<file path="src/rtl/spike_pkg.sv">
// rtl/spike_pkg.sv - shared controller state encoding and width helper for spike_p2s
package spike_pkg;

  typedef enum logic {
    IDLE  = 1'b0,
    SHIFT = 1'b1
  } state_t;

  // Number of bits needed to represent value (0 for value 0).
  function automatic int clogb2(input int value);
    int result;
    result = 0;
    for (int i = 0; i < 32; i++) begin
      if ((value >> i) != 0) result = i + 1;
    end
    return result;
  endfunction

endpackage

</file>
<file path="src/rtl/spike_fifo.sv">
// rtl/spike_fifo.sv - circular word buffer with occupancy count and head-of-queue output
module spike_fifo
  import spike_pkg::*;
#(
  parameter int WIDTH = 3,
  parameter int DEPTH = 4
) (
  input  logic                      clk,
  input  logic                      rst,
  input  logic                      push,
  input  logic                      pop,
  input  logic [WIDTH-1:0]          data_in,
  output logic [WIDTH-1:0]          head,
  output logic                      full,
  output logic                      empty,
  output logic [clogb2(DEPTH)-1:0]  count
);

  localparam int PW = (DEPTH > 2) ? clogb2(DEPTH - 1) : 1;
  localparam int CW = clogb2(DEPTH);

  logic [WIDTH-1:0] mem [DEPTH];
  logic [PW-1:0]    wr_ptr;
  logic [PW-1:0]    rd_ptr;
  logic             do_push;
  logic             do_pop;

  function automatic logic [PW-1:0] wrap_inc(input logic [PW-1:0] ptr);
    return (ptr == PW'(DEPTH - 1)) ? '0 : ptr + PW'(1);
  endfunction

  assign full    = (count == CW'(DEPTH));
  assign empty   = (count == '0);
  assign do_push = push & ~full;
  assign do_pop  = pop & ~empty;
  assign head    = mem[rd_ptr];

  // Storage is deliberately left out of reset; only pointers and count are cleared.
  always_ff @(posedge clk) begin
    if (do_push) mem[wr_ptr] <= data_in;
  end

  always_ff @(posedge clk or negedge rst) begin
    if (!rst) begin
      wr_ptr <= '0;
      rd_ptr <= '0;
      count  <= '0;
    end else begin
      if (do_push) wr_ptr <= wrap_inc(wr_ptr);
      if (do_pop)  rd_ptr <= wrap_inc(rd_ptr);
      case ({do_push, do_pop})
        2'b10:   count <= count + CW'(1);
        2'b01:   count <= count - CW'(1);
        default: count <= count;
      endcase
    end
  end

endmodule

</file>
<file path="src/rtl/spike_p2s.sv">
// rtl/spike_p2s.sv - buffers packed spike words and replays them one spike per handshake
module spike_p2s
  import spike_pkg::*;
#(
  parameter int PAR        = 2,
  parameter int DEPTH      = 256,
  parameter int FIFO_DEPTH = 4
) (
  input  logic                         clk,
  input  logic                         rst,
  input  logic                         valid_in,
  input  logic [PAR-1:0]               spike_p_in,
  input  logic                         active_group_in,
  input  logic                         layer_end,
  input  logic                         out_ready,
  output logic                         in_ready,
  output logic                         spike_valid,
  output logic                         spike,
  output logic [clogb2(DEPTH-1)-1:0]   neuron_idx,
  output logic                         group,
  output logic                         overflow
);

  localparam int IW = clogb2(DEPTH - 1);
  localparam int BW = (PAR > 1) ? clogb2(PAR - 1) : 1;
  localparam int CW = clogb2(FIFO_DEPTH);
  localparam int WW = PAR + 1;

  state_t          state;
  state_t          state_nxt;
  logic [BW-1:0]   bit_cnt;
  logic [BW-1:0]   bit_nxt;
  logic            pop;
  logic            push_ok;
  logic            full;
  logic            empty;
  logic            handshake;
  logic            last_bit;
  logic [WW-1:0]   head;
  logic [PAR-1:0]  head_spikes;
  logic [CW-1:0]   count;

  spike_fifo #(
    .WIDTH (WW),
    .DEPTH (FIFO_DEPTH)
  ) u_fifo (
    .clk     (clk),
    .rst     (rst),
    .push    (push_ok),
    .pop     (pop),
    .data_in ({active_group_in, spike_p_in}),
    .head    (head),
    .full    (full),
    .empty   (empty),
    .count   (count)
  );

  assign push_ok     = valid_in & ~full;
  assign in_ready    = ~full;
  assign spike_valid = (state == SHIFT);
  assign handshake   = spike_valid & out_ready;
  assign head_spikes = head[PAR-1:0];
  assign spike       = spike_valid & head_spikes[bit_cnt];
  assign group       = head[PAR];
  assign last_bit    = (bit_cnt == BW'(PAR - 1));

  always_ff @(posedge clk or negedge rst) begin
    if (!rst) begin
      state   <= IDLE;
      bit_cnt <= '0;
    end else begin
      state   <= state_nxt;
      bit_cnt <= bit_nxt;
    end
  end

  always_comb begin
    state_nxt = state;
    bit_nxt   = bit_cnt;
    pop       = 1'b0;
    case (state)
      IDLE: begin
        if (!empty) state_nxt = SHIFT;
      end
      SHIFT: begin
        if (out_ready) begin
          if (last_bit) begin
            pop     = 1'b1;
            bit_nxt = '0;
            // A same-cycle push refills the slot being popped, so keep shifting.
            if (!((count > CW'(1)) || push_ok)) state_nxt = IDLE;
          end else begin
            bit_nxt = bit_cnt + BW'(1);
          end
        end
      end
      default: state_nxt = IDLE;
    endcase
  end

  always_ff @(posedge clk or negedge rst) begin
    if (!rst) begin
      neuron_idx <= '0;
    end else if (layer_end) begin
      neuron_idx <= '0;
    end else if (handshake) begin
      neuron_idx <= (neuron_idx == IW'(DEPTH - 1)) ? '0 : neuron_idx + IW'(1);
    end
  end

  always_ff @(posedge clk or negedge rst) begin
    if (!rst) begin
      overflow <= 1'b0;
    end else if (valid_in && full) begin
      overflow <= 1'b1;
    end
  end

endmodule
</file>
<file path="config.mk">
export PLATFORM = sky130hd
export DESIGN_NAME = spike_p2s
export DESIGN_NICKNAME = d
export VERILOG_FILES = /design/src/rtl/spike_pkg.sv /design/src/rtl/spike_fifo.sv /design/src/rtl/spike_p2s.sv
export SDC_FILE = /design/constraint.sdc
export NUM_CORES = 1
export LEC_CHECK = 0
export BUFFER_PORTS_ARGS = -buffer_cell sky130_fd_sc_hd__buf_2
export CAP_MARGIN = 40
export CORE_ASPECT_RATIO = 1.75
export CORE_MARGIN = 10
export CORE_UTILIZATION = 50
export DETAILED_ROUTE_END_ITERATION = 7
export PLACE_DENSITY = 0.78
export SKIP_LAST_GASP = 1
export SYNTH_ARGS = -nofsm -noshare
export SYNTH_HDL_FRONTEND = slang
export SYNTH_SLANG_ARGS = --single-unit
</file>
<file path="constraint.sdc">
create_clock -name clk -period 2.07 [get_ports clk]
set_clock_uncertainty 0.15 [all_clocks]
set_input_delay 0.1035 -clock clk [delete_from_list [all_inputs] [get_ports clk]]
set_output_delay 0.1035 -clock clk [all_outputs]
set_load 0.02 [all_outputs]
</file>
### Word-level counts from Yosys, hierarchy flattened

Memory sizes are Yosys's and may differ from the RTL's.
Cells that the tools add are included.

* bits in registers: 18
* bits in latches: 0
* memory bits (writable): 12
* bits in read-only memories: 0
* input port bits: 8
* output and inout port bits: 13
* logic and storage cells: 55
* memories kept: 1

* $add $sub $neg: 6
* $mul: 0
* divide/modulo/power cells: 0
* $lt $le $gt $ge: 2
* equality and inequality tests: 6
* shift operators: 0
* mux-type cells: 19
* bitwise operators: 8
* reductions and logical operators: 6

Memory list
* u_fifo.mem: words 4, width 3, read ports 1, clocked after memory_dff 0, wr ports 1, RTL line spike_fifo.sv:22 `logic [WIDTH-1:0] mem [DEPTH];`

Operators with widths (number)
* 8-bit 2-to-1 mux: 3
* 1-bit 2-to-1 mux: 12
* 8-bit by 1-bit adder with 8-bit output (second input constant): 1
* 8-bit equality test (second input constant): 1
* 2-bit equality test (second input constant): 3
* 3-bit case mux with 2 select lines: 1
* 1-bit bitwise AND: 5
* 2-bit by 1-bit adder with 2-bit output (second input constant): 2
* 2-bit 2-to-1 mux: 2
* 2-bit nonzero test: 2
* 3-bit by 1-bit adder with 3-bit output (second input constant): 1
* 3-bit equality test (second input constant): 1
* 3-bit by 1-bit > comparator with 1-bit output (second input constant): 1
* 3-bit logical NOT: 1
* 1-bit inverter: 3
* 3-bit by 1-bit subtractor with 3-bit output (second input constant): 1
* 2-bit by 1-bit equality test with 1-bit output (second input constant): 1
* 1-bit by 2-bit < comparator with 1-bit output (second input constant): 1
* 1-bit case mux with 2 select lines: 1
* 2-bit AND reduction: 1
* 1-bit adder (second input constant): 1
* 1-bit logical AND: 1
* 1-bit logical OR: 1

### Logic depth before layout (Yosys ltp)

Gate-level depths: netlist of the first run.

* word-level depth: 8
* depth in mapped cells: 8
* gate-level depth less buffers: 8

### By module

Synthesis of the first run repeated with hierarchy kept, for this count alone.

* cells, all modules: 114
* area total of the unflattened synthesis: 1508.9 um2

By module, submodules not included
* spike_fifo: instances 1, cells an instance 55, area an instance 914.6 um2, seq. area each 535.5 um2
* spike_p2s: instances 1, cells an instance 59, area an instance 594.3 um2, seq. area each 275.3 um2

### Worst setup path after synthesis of the first run

No wires, ideal clock.

* path type: register -> register
* from: register u_fifo.count[0]
* to: register u_fifo.count[2]
* setup time: 0.122 ns
* arrival: 1.499 ns
* data required time: 1.798 ns
* slack: 0.298 ns
* cell stages (with the launch flop): 8
* buffers on the path: 0
* period minus slack after synthesis: 1.772 ns
* path through: dfrtp_1 -> inv_1 -> ha_1 -> a21oi_1 -> ha_1 -> mux2i_1 -> nor2_1 -> xnor2_1

* elaborated cells on any way between the ends: 13
* classes of those cells: add/sub: 2; eq/ne: 3; mux: 1; bitwise: 5; reduce/logical: 2

RTL lines
* start, declared: RTL line spike_fifo.sv:16 `output logic [clogb2(DEPTH)-1:0] count`
* start signal, assigned: RTL line spike_fifo.sv:52 `2'b10: count <= count + CW'(1);`
* start signal, assigned: RTL line spike_fifo.sv:53 `2'b01: count <= count - CW'(1);`
* start signal, assigned: RTL line spike_fifo.sv:54 `default: count <= count;`
* 3-bit logical NOT (*): RTL line spike_fifo.sv:33 `assign empty = (count == '0);`
* 1-bit inverter (*): RTL line spike_fifo.sv:35 `assign do_pop = pop & ~empty;`
* 1-bit bitwise AND (*): RTL line spike_fifo.sv:35
* via u_fifo.do_pop: RTL line spike_fifo.sv:26 `logic do_pop;`
* 2-bit by 1-bit equality test with 1-bit output or 2-bit equality test (tied branches): RTL line spike_fifo.sv:51 `case ({do_push, do_pop})`
* 3-bit case mux with 2 select lines or 2-bit nonzero test (tied branches)

Mark *: on every way through the listed nets, which the timed path passes. The rest lies on a longest branch.
A chain may end at the register's enable or synchronous reset.

### Worst setup path after layout of the first run

* from: register u_fifo.count[0]
* to: register u_fifo.count[2]

* longest elaborated chain between the ends: 6
* elaborated cells on any way between the ends: 13
* classes of those cells: add/sub: 2; eq/ne: 3; mux: 1; bitwise: 5; reduce/logical: 2

RTL lines
* 3-bit equality test: RTL line spike_fifo.sv:32 `assign full = (count == CW'(DEPTH));`
* 1-bit inverter: RTL line spike_fifo.sv:34, spike_p2s.sv:58
* 1-bit bitwise AND: RTL line spike_p2s.sv:58 `assign push_ok = valid_in & ~full;`
* 1-bit bitwise AND: RTL line spike_fifo.sv:34 `assign do_push = push & ~full;`
* 2-bit by 1-bit equality test with 1-bit output or 2-bit equality test (tied branches): RTL line spike_fifo.sv:51
* 3-bit case mux with 2 select lines or 2-bit nonzero test (tied branches)

Parallel ways exist; a longest one is shown, timed or not.

==> impl_metrics.tcl, run 1 <==
set metrics [dict create \
    status "finished, final reports clean" \
    path_max_fanout 5 \
    ir_worst_vdd_v 0.0006609 \
    cts_buffer_depth 2 \
    setup_viol 0 \
    cellPowerDensity_nw_per_um2 1181 \
    avgSynthCellArea_um2 12.11 \
    ctsRootBufferMaster "clkbuf_8" \
    synthCells 122 \
    insertion_delay_ns 0.28 \
    grt_max_degree 19 \
    synth_flop_cell "dfrtp_1" \
    grt_pass1_wl_um 5195 \
    stdcell_area_um2 1747 \
    grt_pass1_vias 1199 \
    min_path_type "in2reg" \
    drive_gt1_share_pct 22.73 \
    synthTopCellsByArea "dfrtp_1 (30%), edfxtp_1 (24%), ha_1 (9.3%)" \
    mappedNetlistNets 141 \
    leakagePower_uw 0.0007448 \
    critical-path-slowest-cell "dfrtp_1" \
    final_cell_mix "buf_2 (20), dfrtp_1 (18), edfxtp_1 (12), ha_1 (11)" \
    worstSetupPathType "reg2reg" \
    cts_sinks 30 \
    wire_per_inst_um 17.04 \
    pin_count 21 \
    tns_ns 0 \
    coreArea_um2 2895 \
    timing.fmax_mhz 528.3 \
    die_w_um 61.10 \
    yosysWarningCount 0 \
    grt_usage_pct 12.12 \
    worst_slew_pin_slew_ns 0.4180 \
    ys_async_sr_fraction_pct 60.00 \
    synth-edff-count 12 \
    firstDrtPassIters 4 \
    final-hold-violation-count 0 \
    drc 0 \
    antenna_cells 0 \
    antenna_found_initial 0 \
    dieArea_um2 5616 \
    drtIter0Drc 38 \
    dp_hpwl_um 2324 \
    htree_levels 2 \
    synth-seq-cells 30 \
    end_kind "register" \
    place_area_um2 1598 \
    die_y_um 91.92 \
    numCtsBuffers 5 \
    p_total_uw 2063 \
    syn2layout_area_growth_pct 18.21 \
    netlist_area_um2 1478 \
    relSlewSlack_pct 72.14 \
    critPathMaxStageDelay_ns 0.43 \
    final.fill_count 227 \
    yosysTopAreaCell "dfrtp_1" \
    worstSetupStartpointType "register" \
    tritoncts "yes" \
    initial_core_util_pct 51.04 \
    mostFrequentLayoutCell "buf_2" \
    routed_wl_um 3101 \
    vias 1097 \
    cp_cell_sequence "inv_1, ha_1, a21oi_2, inv_1, ha_1, nor2_1, xnor2_1" \
    r2r_slack_ns 0.18 \
    ys_types 32 \
    slew_viol_final 0 \
    post-route-period-util_pct 91.45 \
    row_count 26 \
    place_congestion 0.7850 \
    grt-ovfl-total 0 \
    seqCellArea_um2 810.8 \
    rsz0062_at_grt "false" \
    ys_seq_area_share_pct 54.87 \
    vias_per_cell 6.027 \
    arrival_ns 1.95 \
    max_cap_violations 0 \
    clk_pin_slew_ns 0.06 \
    cp.required_ns 2.12 \
    ant_nets 0 \
    port_buffers 20 \
    multi_input_comb_area_um2 625.6 \
    yosys.area.top_type_share_pct 30.48 \
    final_nets 172 \
    min_period_ns 1.893 \
]
[flip-flops by register name (all words and copies together) (netlist names)]
signal         count
u_fifo.mem        12
u_fifo.wr_ptr      2
bit_cnt            1
spike_valid        1
overflow           1
neuron_idx         8
u_fifo.rd_ptr      2
u_fifo.count       3
[per-stage QoR]
stage,hold WS [ns],setup slack (ns),utilization (%),cells
finish,0.09265,0.1771,60.33,182
global route,0.1143,0.03639,60.33,182
CTS,0.1003,0.09115,60.07,182
detailed placement,-0.08848,0.09956,55.19,168
global placement,-0.09492,0.2243,55.19,168
floorplan,-0.3421,0.2984,-,122
[power by group]
part | switching, uW | internal (uW) | leakage, uW
combinational | 392 | 326 | 0.000368
sequential | 140 | 765 | 0.000334
clock | 211 | 230 | 0.0000426
total | 742 | 1320 | 0.000745
[routing by layer]
layer / GRT usage, % / wire [um] / vias up
met2: 21.11 / 1710 / 34
met4: 7.280 / 97 / 0
met1: 11.06 / 1094 / 545
li1: - / - / 509
met3: 4.696 / 199 / 9
met5: 0 / 0 / -
[final cells by class]
| type | count | area share, % |
|---|---|---|
| Clock buffer | 6 | 4.155 |
| Multi-Input combinational cell | 81 | 35.82 |
| Tap cell | 28 | 2.006 |
| Sequential cell | 30 | 46.42 |
| Inverter | 9 | 1.934 |
| Timing Repair Buffer | 26 | 9.169 |
| Clock inverter | 2 | 0.5014 |
[synth_stat cells, types with 3 or more instances]
cell,instances
a21oi_1,7
and3_1,5
dfrtp_1,18
edfxtp_1,12
ha_1,11
inv_1,9
mux4_2,3
nand2_1,9
nand3_1,9
nor2_1,5
o21ai_0,6
xnor2_1,4
[critical path, delay by kind of cell (launching register included)]
kind                       cells  cell delay, ns
DFF                            1            0.43
adders and majority gates      2            0.60
buffers and inverters          2            0.16
AOI/OAI and AO/OA              1            0.20
xor gates and xnor gates       1            0.12
and+or+nand+nor                1            0.15
[logic make-up after synthesis]
family                   Yosys count  synth area share, %
buffers and inverters             11                3.302
AO/OA/AOI/OAI                     24                11.01
AND/OR/NAND/NOR                   35                11.77
multiplexers                       6                6.774
adder cells (fa/ha/maj)           11                9.314
flip-flops                        30                54.87
XOR/XNOR                           5                2.963
[what timing repair did]
item	in CTS	in global routing
hold endpoints to repair	39	0
endpoints found under the setup margin	0	1
setup buffers	0	0
hold buffers	6	0
gates resized for setup	0	2
[path summary, 6_finish.rpt]
path,from,endpoint,depth (start not counted)
setup reg to reg,u_fifo.count[0],u_fifo.count[2],7
hold reg to reg,overflow,overflow,1
hold / removal,out_ready,neuron_idx[2],4
setup / recovery,u_fifo.count[0],u_fifo.count[2],7
min in group asynchronous,rst,neuron_idx[6],2
max in group asynchronous,rst,neuron_idx[0],2
Note: power is estimated with default switching activity, not from simulation.
==> run 2: changes to the inputs <==
CELL_PAD_IN_SITES_DETAIL_PLACEMENT = 1   (was not set)
CELL_PAD_IN_SITES_GLOBAL_PLACEMENT = 1   (was not set)
CORE_UTILIZATION = 45   (was 50)
PLACE_DENSITY = 0.85   (was 0.78)
==> impl_metrics.tcl, run 2 (synthesized netlist as in run 1, its figures left out) <==
set metrics [dict create \
    status "finished, final reports clean" \
    min_to "neuron_idx[2]" \
    initial_core_util_pct 47.03 \
    grt_max_degree 19 \
    die_y_um 95.81 \
    cp_cell_sequence "inv_1, ha_1, a21oi_2, ha_1, mux2i_1, nor2_1, xnor2_1" \
    largest_reg_flops 12 \
    rsz0062_at_grt "false" \
    drive_gt1_share_pct 23.38 \
    r2r_slack_ns 0.14 \
    critical-path-slowest-cell "dfrtp_2" \
    cts_sinks 30 \
    reg2reg_depth 7 \
    ctsRootBufferMaster "clkbuf_8" \
    vias_per_cell 5.431 \
    wire_per_inst_um 16.50 \
    grt_pass1_wl_um 5706 \
    reg.largest.list "u_fifo.mem x12, neuron_idx x8, u_fifo.count x3" \
    antenna_cells 0 \
    clk_pin_slew_ns 0.06 \
    antenna_found_initial 0 \
    firstDrtPassIters 4 \
    htree_levels 2 \
    final.fill_count 340 \
    final_nets 172 \
    min_period_ns 1.930 \
    worst_hold_slack_ns 0.1033 \
    cp_common_cell "ha_1" \
    r2r_end "u_fifo.count[2]" \
    port_buffers 20 \
    relSlewSlack_pct 70.58 \
    grt_pass1_vias 1238 \
    drtIter0Drc 35 \
    cp.required_ns 2.08 \
    holdPathStages 4 \
    post-route-period-util_pct 93.25 \
    place_congestion 0.7504 \
    r2r-start "u_fifo.count[0]" \
    critPathMaxStageDelay_ns 0.42 \
    path_max_fanout 5 \
    worstSetupStartpointType "register" \
    hold_start "out_ready" \
    die_w_um 63.32 \
    vias 1070 \
    final_cell_mix "buf_2 (20), dfrtp_1 (17), edfxtp_1 (12), ha_1 (11)" \
    drc 0 \
    slew_viol_final 0 \
    ant_nets 0 \
    final-hold-violation-count 0 \
    tritoncts "yes" \
    row_count 27 \
    routed_wl_um 3250 \
    cellPowerDensity_nw_per_um2 1169 \
    worst_slew_pin_slew_ns 0.4414 \
    dp_hpwl_um 2545 \
    max_flop_register "u_fifo.mem" \
    min_path_type "in2reg" \
    worstSetupPathType "reg2reg" \
    setup_viol 0 \
    arrival_ns 1.94 \
    cts_buffer_depth 2 \
    numCtsBuffers 5 \
    syn2layout_area_growth_pct 19.56 \
    grt-ovfl-total 0 \
    ir_worst_vdd_v 0.0005954 \
    max_cap_violations 0 \
    dieArea_um2 6066 \
    coreArea_um2 3142 \
    mostFrequentLayoutCell "buf_2" \
    tns_ns 0 \
    pin_count 21 \
    grt_usage_pct 12.03 \
    end_kind "register" \
    timing.fmax_mhz 518.1 \
    leakagePower_uw 0.0007438 \
    insertion_delay_ns 0.28 \
]
[run 2: cell count changes in the layout (fill, tap and decap cells not counted)]
cell     previous run  this run
dfrtp_1            18        17
dfrtp_2             0         1
[run 2: metal layers]
metal  vias to the layer above  share of wire, %  global-route usage [%]
met5                         -                 0                       0
met4                         0               2.2                   8.059
met3                         8               6.6                   5.233
met2                        26                57                   21.94
met1                       528                34                   10.49
li1                        508                 -                       -
[run 2: layout make-up]
type	count	area, um2	area share [%]
Multi-Input combinational cell	81	625.6	35.41
Tap cell	43	53.80	3.045
Clock buffer	6	72.57	4.108
Sequential cell	30	812.0	45.96
Clock inverter	2	8.758	0.4958
Inverter	9	33.78	1.912
Timing Repair Buffer	26	160.2	9.065
[run 2: how the worst max path moves through the flow]
stage,to,slack (ns),cells after the start,startpoint
final,u_fifo.count[2],0.14,7,u_fifo.count[0]
after global routing,u_fifo.count[2],0.008,7,u_fifo.count[0]
after CTS,u_fifo.count[2],0.02,7,u_fifo.count[0]
after detailed placement,u_fifo.count[2],0.04,7,u_fifo.count[0]
after global placement,u_fifo.count[2],0.22,7,u_fifo.count[0]
after floorplan,u_fifo.count[2],0.30,7,u_fifo.count[0]
[run 2: repair_timing]
| item | in CTS | in global routing |
|---|---|---|
| hold buffers | 6 | 0 |
| setup endpoints to repair | 0 | 1 |
| resized for setup | 0 | 3 |
| endpoints found under the hold margin | 40 | 0 |
| buffers inserted | 0 | 0 |
[run 2: power breakdown]
part / internal, uW / switching [uW]
logic: 325 / 393
registers: 767 / 143
clock network: 230 / 205
total: 1320 / 742
[run 2: stage by stage]
| step | utilization (%) | area [um2] | setup WS, ns | total power [uW] | std cells |
|---|---|---|---|---|---|
| floorplan | - | 1478 | 0.2984 | 1401 | 122 |
| global placement | 51.45 | 1617 | 0.2151 | 1566 | 183 |
| detailed placement | 51.45 | 1617 | 0.03734 | 1629 | 183 |
| CTS | 55.95 | 1758 | 0.02489 | 2094 | 197 |
| global route | 56.23 | 1767 | 0.007824 | 2243 | 197 |
| finish | 56.23 | 1767 | 0.1397 | 2064 | 197 |
[run 2: worst max-delay path: cells and delay by family (launching register included)]
family                   cells  cell delay [ns]
AND/OR/NAND/NOR              1             0.08
flip-flops                   1             0.42
XOR/XNOR                     1             0.13
multiplexers                 1             0.22
AO/OA/AOI/OAI                1             0.22
buffers and inverters        1             0.08
adder cells (fa/ha/maj)      2             0.51
